==> src/rtl/wb_dbg_pkg.sv <==
// Shared definitions for the UART-driven Wishbone debug master: FSM encoding,
// command bytes and response status bytes.
package wb_dbg_pkg;

    typedef enum logic [2:0] {
        S_IDLE  = 3'd0,
        S_ADDR  = 3'd1,
        S_WDATA = 3'd2,
        S_BUS   = 3'd3,
        S_RESP  = 3'd4
    } state_e;

    localparam logic [7:0] CMD_WRITE = 8'h57;
    localparam logic [7:0] CMD_READ  = 8'h52;
    localparam logic [7:0] RSP_OK    = 8'h4B;
    localparam logic [7:0] RSP_ERR   = 8'h45;

endpackage

==> src/rtl/wb_dbg_resp_ser.sv <==
// Response serialiser: loads a status byte plus an optional 32-bit word and
// shifts it out MSB first over a valid/ready handshake.
module wb_dbg_resp_ser
    import wb_dbg_pkg::*;
(
    input  logic        clk_i,
    input  logic        rst_i,
    input  logic        load_i,
    input  logic        ok_i,
    input  logic        has_word_i,
    input  logic [31:0] word_i,
    input  logic        tx_ready_i,
    output logic [7:0]  tx_data_o,
    output logic        tx_valid_o,
    output logic        done_o
);

    logic [39:0] sh_q;
    logic [2:0]  left_q;   // bytes still to send after the current one
    logic        vld_q;

    always_ff @(posedge clk_i) begin
        if (rst_i) begin
            sh_q   <= '0;
            left_q <= '0;
            vld_q  <= 1'b0;
        end else if (load_i) begin
            sh_q   <= {(ok_i ? RSP_OK : RSP_ERR), word_i};
            left_q <= has_word_i ? 3'd4 : 3'd0;
            vld_q  <= 1'b1;
        end else if (vld_q && tx_ready_i) begin
            if (left_q == 3'd0) begin
                vld_q <= 1'b0;
            end else begin
                sh_q   <= {sh_q[31:0], 8'h00};
                left_q <= left_q - 3'd1;
            end
        end
    end

    assign tx_data_o  = sh_q[39:32];
    assign tx_valid_o = vld_q;
    assign done_o     = vld_q && tx_ready_i && (left_q == 3'd0);

endmodule

==> src/rtl/wb_uart_dbg_master.sv <==
// Byte-stream command decoder driving a single-beat Wishbone classic cycle.
// Optional bus timeout is enabled by defining WB_DBG_TIMEOUT_EN.
module wb_uart_dbg_master
    import wb_dbg_pkg::*;
#(
    parameter int         TIMEOUT_CYCLES = 1024,
    parameter logic [7:0] CMD_WRITE      = wb_dbg_pkg::CMD_WRITE,
    parameter logic [7:0] CMD_READ       = wb_dbg_pkg::CMD_READ
) (
    input  logic        clk_i,
    input  logic        rst_i,
    input  logic [7:0]  rx_data_i,
    input  logic        rx_valid_i,
    output logic [7:0]  tx_data_o,
    output logic        tx_valid_o,
    input  logic        tx_ready_i,
    output logic [31:0] wb_adr_o,
    output logic [31:0] wb_dat_o,
    input  logic [31:0] wb_dat_i,
    output logic [3:0]  wb_sel_o,
    output logic        wb_we_o,
    output logic        wb_cyc_o,
    output logic        wb_stb_o,
    input  logic        wb_ack_i,
    input  logic        wb_err_i,
    output logic        busy_o,
    output logic        overrun_o
);

    state_e      state_q;
    logic        we_q;
    logic [1:0]  cnt_q;
    logic [31:0] adr_q;
    logic [31:0] dat_q;
    logic        cyc_q;
    logic        overrun_q;
    logic        tmo_hit;
    logic        bus_end;
    logic        ser_done;

`ifdef WB_DBG_TIMEOUT_EN
    localparam int TW = $clog2(TIMEOUT_CYCLES + 1);
    logic [TW-1:0] tmo_q;
    assign tmo_hit = (tmo_q == TW'(TIMEOUT_CYCLES - 1));
`else
    // Without the timeout the bus waits forever; this keeps the parameter referenced.
    assign tmo_hit = (TIMEOUT_CYCLES < 0);
`endif

    assign bus_end = (state_q == S_BUS) && (wb_ack_i || wb_err_i || tmo_hit);

    always_ff @(posedge clk_i) begin
        if (rst_i) begin
            state_q   <= S_IDLE;
            we_q      <= 1'b0;
            cnt_q     <= '0;
            adr_q     <= '0;
            dat_q     <= '0;
            cyc_q     <= 1'b0;
            overrun_q <= 1'b0;
`ifdef WB_DBG_TIMEOUT_EN
            tmo_q     <= '0;
`endif
        end else begin
            if (rx_valid_i && (state_q == S_BUS || state_q == S_RESP))
                overrun_q <= 1'b1;
            case (state_q)
                S_IDLE: if (rx_valid_i && (rx_data_i == CMD_WRITE || rx_data_i == CMD_READ)) begin
                    we_q    <= (rx_data_i == CMD_WRITE);
                    cnt_q   <= '0;
                    state_q <= S_ADDR;
                end
                S_ADDR: if (rx_valid_i) begin
                    adr_q <= {adr_q[23:0], rx_data_i};
                    cnt_q <= cnt_q + 2'd1;
                    if (cnt_q == 2'd3) begin
                        if (we_q) begin
                            state_q <= S_WDATA;
                        end else begin
                            state_q <= S_BUS;
                            cyc_q   <= 1'b1;
`ifdef WB_DBG_TIMEOUT_EN
                            tmo_q   <= '0;
`endif
                        end
                    end
                end
                S_WDATA: if (rx_valid_i) begin
                    dat_q <= {dat_q[23:0], rx_data_i};
                    cnt_q <= cnt_q + 2'd1;
                    if (cnt_q == 2'd3) begin
                        state_q <= S_BUS;
                        cyc_q   <= 1'b1;
`ifdef WB_DBG_TIMEOUT_EN
                        tmo_q   <= '0;
`endif
                    end
                end
                S_BUS: if (bus_end) begin
                    cyc_q   <= 1'b0;
                    state_q <= S_RESP;
                end else begin
`ifdef WB_DBG_TIMEOUT_EN
                    tmo_q <= tmo_q + 1'b1;
`endif
                end
                S_RESP: if (ser_done) state_q <= S_IDLE;
                default: state_q <= S_IDLE;
            endcase
        end
    end

    // Read data is captured by the serialiser on the ack edge; err takes priority.
    wb_dbg_resp_ser u_ser (
        .clk_i      (clk_i),
        .rst_i      (rst_i),
        .load_i     (bus_end),
        .ok_i       (wb_ack_i && !wb_err_i),
        .has_word_i (wb_ack_i && !wb_err_i && !we_q),
        .word_i     (wb_dat_i),
        .tx_ready_i (tx_ready_i),
        .tx_data_o  (tx_data_o),
        .tx_valid_o (tx_valid_o),
        .done_o     (ser_done)
    );

    assign wb_adr_o  = adr_q;
    assign wb_dat_o  = dat_q;
    assign wb_cyc_o  = cyc_q;
    assign wb_stb_o  = cyc_q;
    assign wb_we_o   = cyc_q & we_q;
    assign wb_sel_o  = {4{cyc_q}};
    assign busy_o    = (state_q != S_IDLE);
    assign overrun_o = overrun_q;

endmodule

==> config.mk <==
export PLATFORM = sky130hd
export DESIGN_NAME = wb_uart_dbg_master
export DESIGN_NICKNAME = d
export VERILOG_FILES = /design/src/rtl/wb_dbg_pkg.sv /design/src/rtl/wb_dbg_resp_ser.sv /design/src/rtl/wb_uart_dbg_master.sv
export SDC_FILE = /design/constraint.sdc
export NUM_CORES = 1
export LEC_CHECK = 0
export ABC_AREA = 1
export ABC_CLOCK_PERIOD_IN_PS = 2700
export CORE_ASPECT_RATIO = 0.7
export CORE_MARGIN = 3
export CORE_UTILIZATION = 30
export DETAILED_ROUTE_END_ITERATION = 12
export HOLD_SLACK_MARGIN = 0.02
export PLACE_DENSITY_LB_ADDON = 0.12
export SLEW_MARGIN = 0
export SYNTH_ARGS = -nofsm -noshare
export SYNTH_HDL_FRONTEND = slang
export SYNTH_SLANG_ARGS = --single-unit
==> constraint.sdc <==
create_clock -name clk_i -period 2.7 [get_ports clk_i]
set_input_delay 0.54 -clock clk_i [delete_from_list [all_inputs] [get_ports clk_i]]
set_output_delay 0.54 -clock clk_i [all_outputs]
set_load 0.1 [all_outputs]
==> impl_metrics.json <==
{
  "outcome": "completed",
  "core_area_um2": 15000,
  "layout_commonest_cell": "nand2_1",
  "tritoncts": "yes",
  "antenna_found_initial": 0,
  "grtUsageTotal_pct": 15.4,
  "rsz0062_at_grt": "no",
  "setup.worst_path.end_class": "output port",
  "dieArea_um2": 17300,
  "crit_path_max_incr_delay_ns": 0.48,
  "power.total_mw": 6.42,
  "placement.io_buffers": 127,
  "holdWs_ns": 0.463,
  "cp-start-kind": "flop",
  "insertion_delay_ns": 0.41,
  "grt_overflow_total": 0,
  "die_w_um": 156,
  "num_rows": 37,
  "areaGrowthSynthToFinish_pct": 35.6,
  "critPathMaxFanout": 8,
  "layout_min_cycle_time_ns": 2.02,
  "yosysSeqAreaShare_pct": 49.3,
  "grt_pass1_wl_mm": 21.7,
  "required_ns": 2.16,
  "ys.flop_type": "dfxtp_1",
  "syn_inst": 627,
  "power.density_nw_per_um2": 1010,
  "critical_path_class": "reg2out",
  "hold_violations": 0,
  "postRouteWirelength_mm": 13.2,
  "synth_edf_count": 0,
  "start_util_pct": 31.3,
  "postRouteAntennaNets": 0,
  "ys_types": 27,
  "worstHoldPathType": "reg2reg",
  "dp_hpwl_mm": 9.08,
  "wire_per_inst_um": 14.1,
  "drc": 0,
  "grt_pass1_vias": 4114,
  "syn-num-nets": 676,
  "critPathArrivalTime_ns": 1.48,
  "fin_setup_tns_ns": 0,
  "ctsResizeCount": 0,
  "hold_buffers": 0,
  "clockBufferDepth": 2,
  "final-setup-viol-count": 0,
  "peakVddDrop_mv": 0.754,
  "slowest_stage": "dfxtp_1",
  "cts.clk_slew.worst_paths_ns": 0.06,
  "vias_per_cell": 4.54,
  "tightest_slew_ns": 0.596,
  "diodes": 0,
  "cp_cell_sequence": "nor2_1, nand2_1, buf_4",
  "max_freq_mhz": 495,
  "synth_area_um2": 4710,
  "slew_headroom_pct": 60.3,
  "dr.pass1.iters": 4,
  "async_flop_share_pct": 0,
  "cts_max_level": 4,
  "root_buffer": "clkbuf_16",
  "drv_cap": 0,
  "p_leak_nw": 2.67,
  "drtIter0Drc": 307,
  "drive_gt1_share_pct": 19.8,
  "syn_avg_cell_area_um2": 7.51,
  "final_cell_count_no_fill": 937,
  "num_vias": 4258,
  "post-place-cells": 905,
  "grt_start_max_net_pins": 67,
  "clock-sinks": 116,
  "fin_crit_sh_pct": 74.8,
  "slew_viol_final": 0,
  "die_h_um": 111,
  "ios": 128,
  "post_cts_buffers": 0,
  "final_cell_mix": "nand2_1 (144), dfxtp_1 (116), buf_4 (93), nor2_1 (79), o21ai_0 (60)",
  "numCtsBuffers": 17,
  "yosysWarnings": 0,
  "finClkSkew_ns": 0.0122,
  "gp_congestion": 0.765,
  "nNetsFinal": 778,
  "ys_seq_elements": 116
}
[cell usage after synthesis (3+ instances only)]
| master | count | area [um^2] |
|---|---|---|
| nand2_1 | 144 | 541 |
| inv_1 | 23 | 86.3 |
| inv_2 | 8 | 30.0 |
| o21ai_0 | 60 | 300 |
| nand3_1 | 42 | 210 |
| nor2_1 | 79 | 297 |
| ha_1 | 3 | 37.5 |
| buf_4 | 20 | 150 |
| buf_2 | 18 | 90.1 |
| a21oi_1 | 56 | 280 |
| clkbuf_1 | 15 | 56.3 |
| dfxtp_1 | 116 | 2320 |
| a31oi_1 | 25 | 156 |
[state kept, by name (all words and copies together), names as in the netlist]
| signal | flops |
|---|---|
| we_q | 1 |
| overrun_o | 1 |
| u_ser.left_q | 3 |
| wb_cyc_o | 1 |
| u_ser.sh_q | 40 |
| u_ser.tx_valid_o | 1 |
| wb_dat_o | 32 |
| cnt_q | 2 |
| wb_adr_o | 32 |
| state_q | 3 |
[where the power goes]
group | switching (mW) | leakage (nW) | internal [mW]
registers | 0.154 | 0.938 | 1.91
clock network | 0.833 | 0.286 | 1.46
logic | 1.64 | 1.45 | 0.436
total | 2.62 | 2.67 | 3.80
[final cells by class]
class	count	area [um^2]
Fill cell	1534	8660
Sequential cell	116	2320
Inverter	31	116
Timing Repair Buffer	138	1140
Clock buffer	17	425
Tap cell	195	244
Clock inverter	15	183
Multi-Input combinational cell	425	1950
[path summary, 6_finish.rpt]
kind	start	endpoint	slack (ns)	depth (start not counted)
max reg2reg	u_ser.left_q[0]$_SDFFE_PP0P_	u_ser.sh_q[34]$_SDFFE_PP0P_	0.80	11
min	u_ser.sh_q[7]$_SDFFE_PP0P_	u_ser.sh_q[7]$_SDFFE_PP0P_	0.46	2
min reg2reg	u_ser.sh_q[7]$_SDFFE_PP0P_	u_ser.sh_q[7]$_SDFFE_PP0P_	0.46	2
max	state_q[1]$_SDFFE_PP0P_	busy_o	0.68	3
[worst max-delay path, delay by kind of cell (launching register included)]
kind	cells	cell delay [ns]
simple gates	2	0.27
flops	1	0.48
buf+inv	1	0.32
[through the flow]
| step | utilization, % | cell area (um^2) | setup slack, ns |
|---|---|---|---|
| floorplan | - | 4710 | 0.398 |
| global placement | 38.4 | 5780 | 0.533 |
| detailed placement | 38.4 | 5780 | 0.456 |
| CTS | 42.5 | 6390 | 0.669 |
| global route | 42.5 | 6390 | 0.589 |
| finish | 42.5 | 6390 | 0.680 |
[layer usage]
metal	part of all wire, %	track usage (%)
met5	0	0
met4	0.30	4.00
met3	5.6	4.99
met2	42	21.1
met1	52	23.0
[cells by family after synthesis]
| group | share of synthesized area, % |
|---|---|
| AND/OR/NAND/NOR | 24.4 |
| AO/OA/AOI/OAI | 16.0 |
| flip-flops | 49.3 |
| buffers and inverters | 9.24 |
| adder cells (fa/ha/maj) | 0.797 |
| XOR/XNOR | 0.186 |
Note: power is estimated with default switching activity, not from simulation.
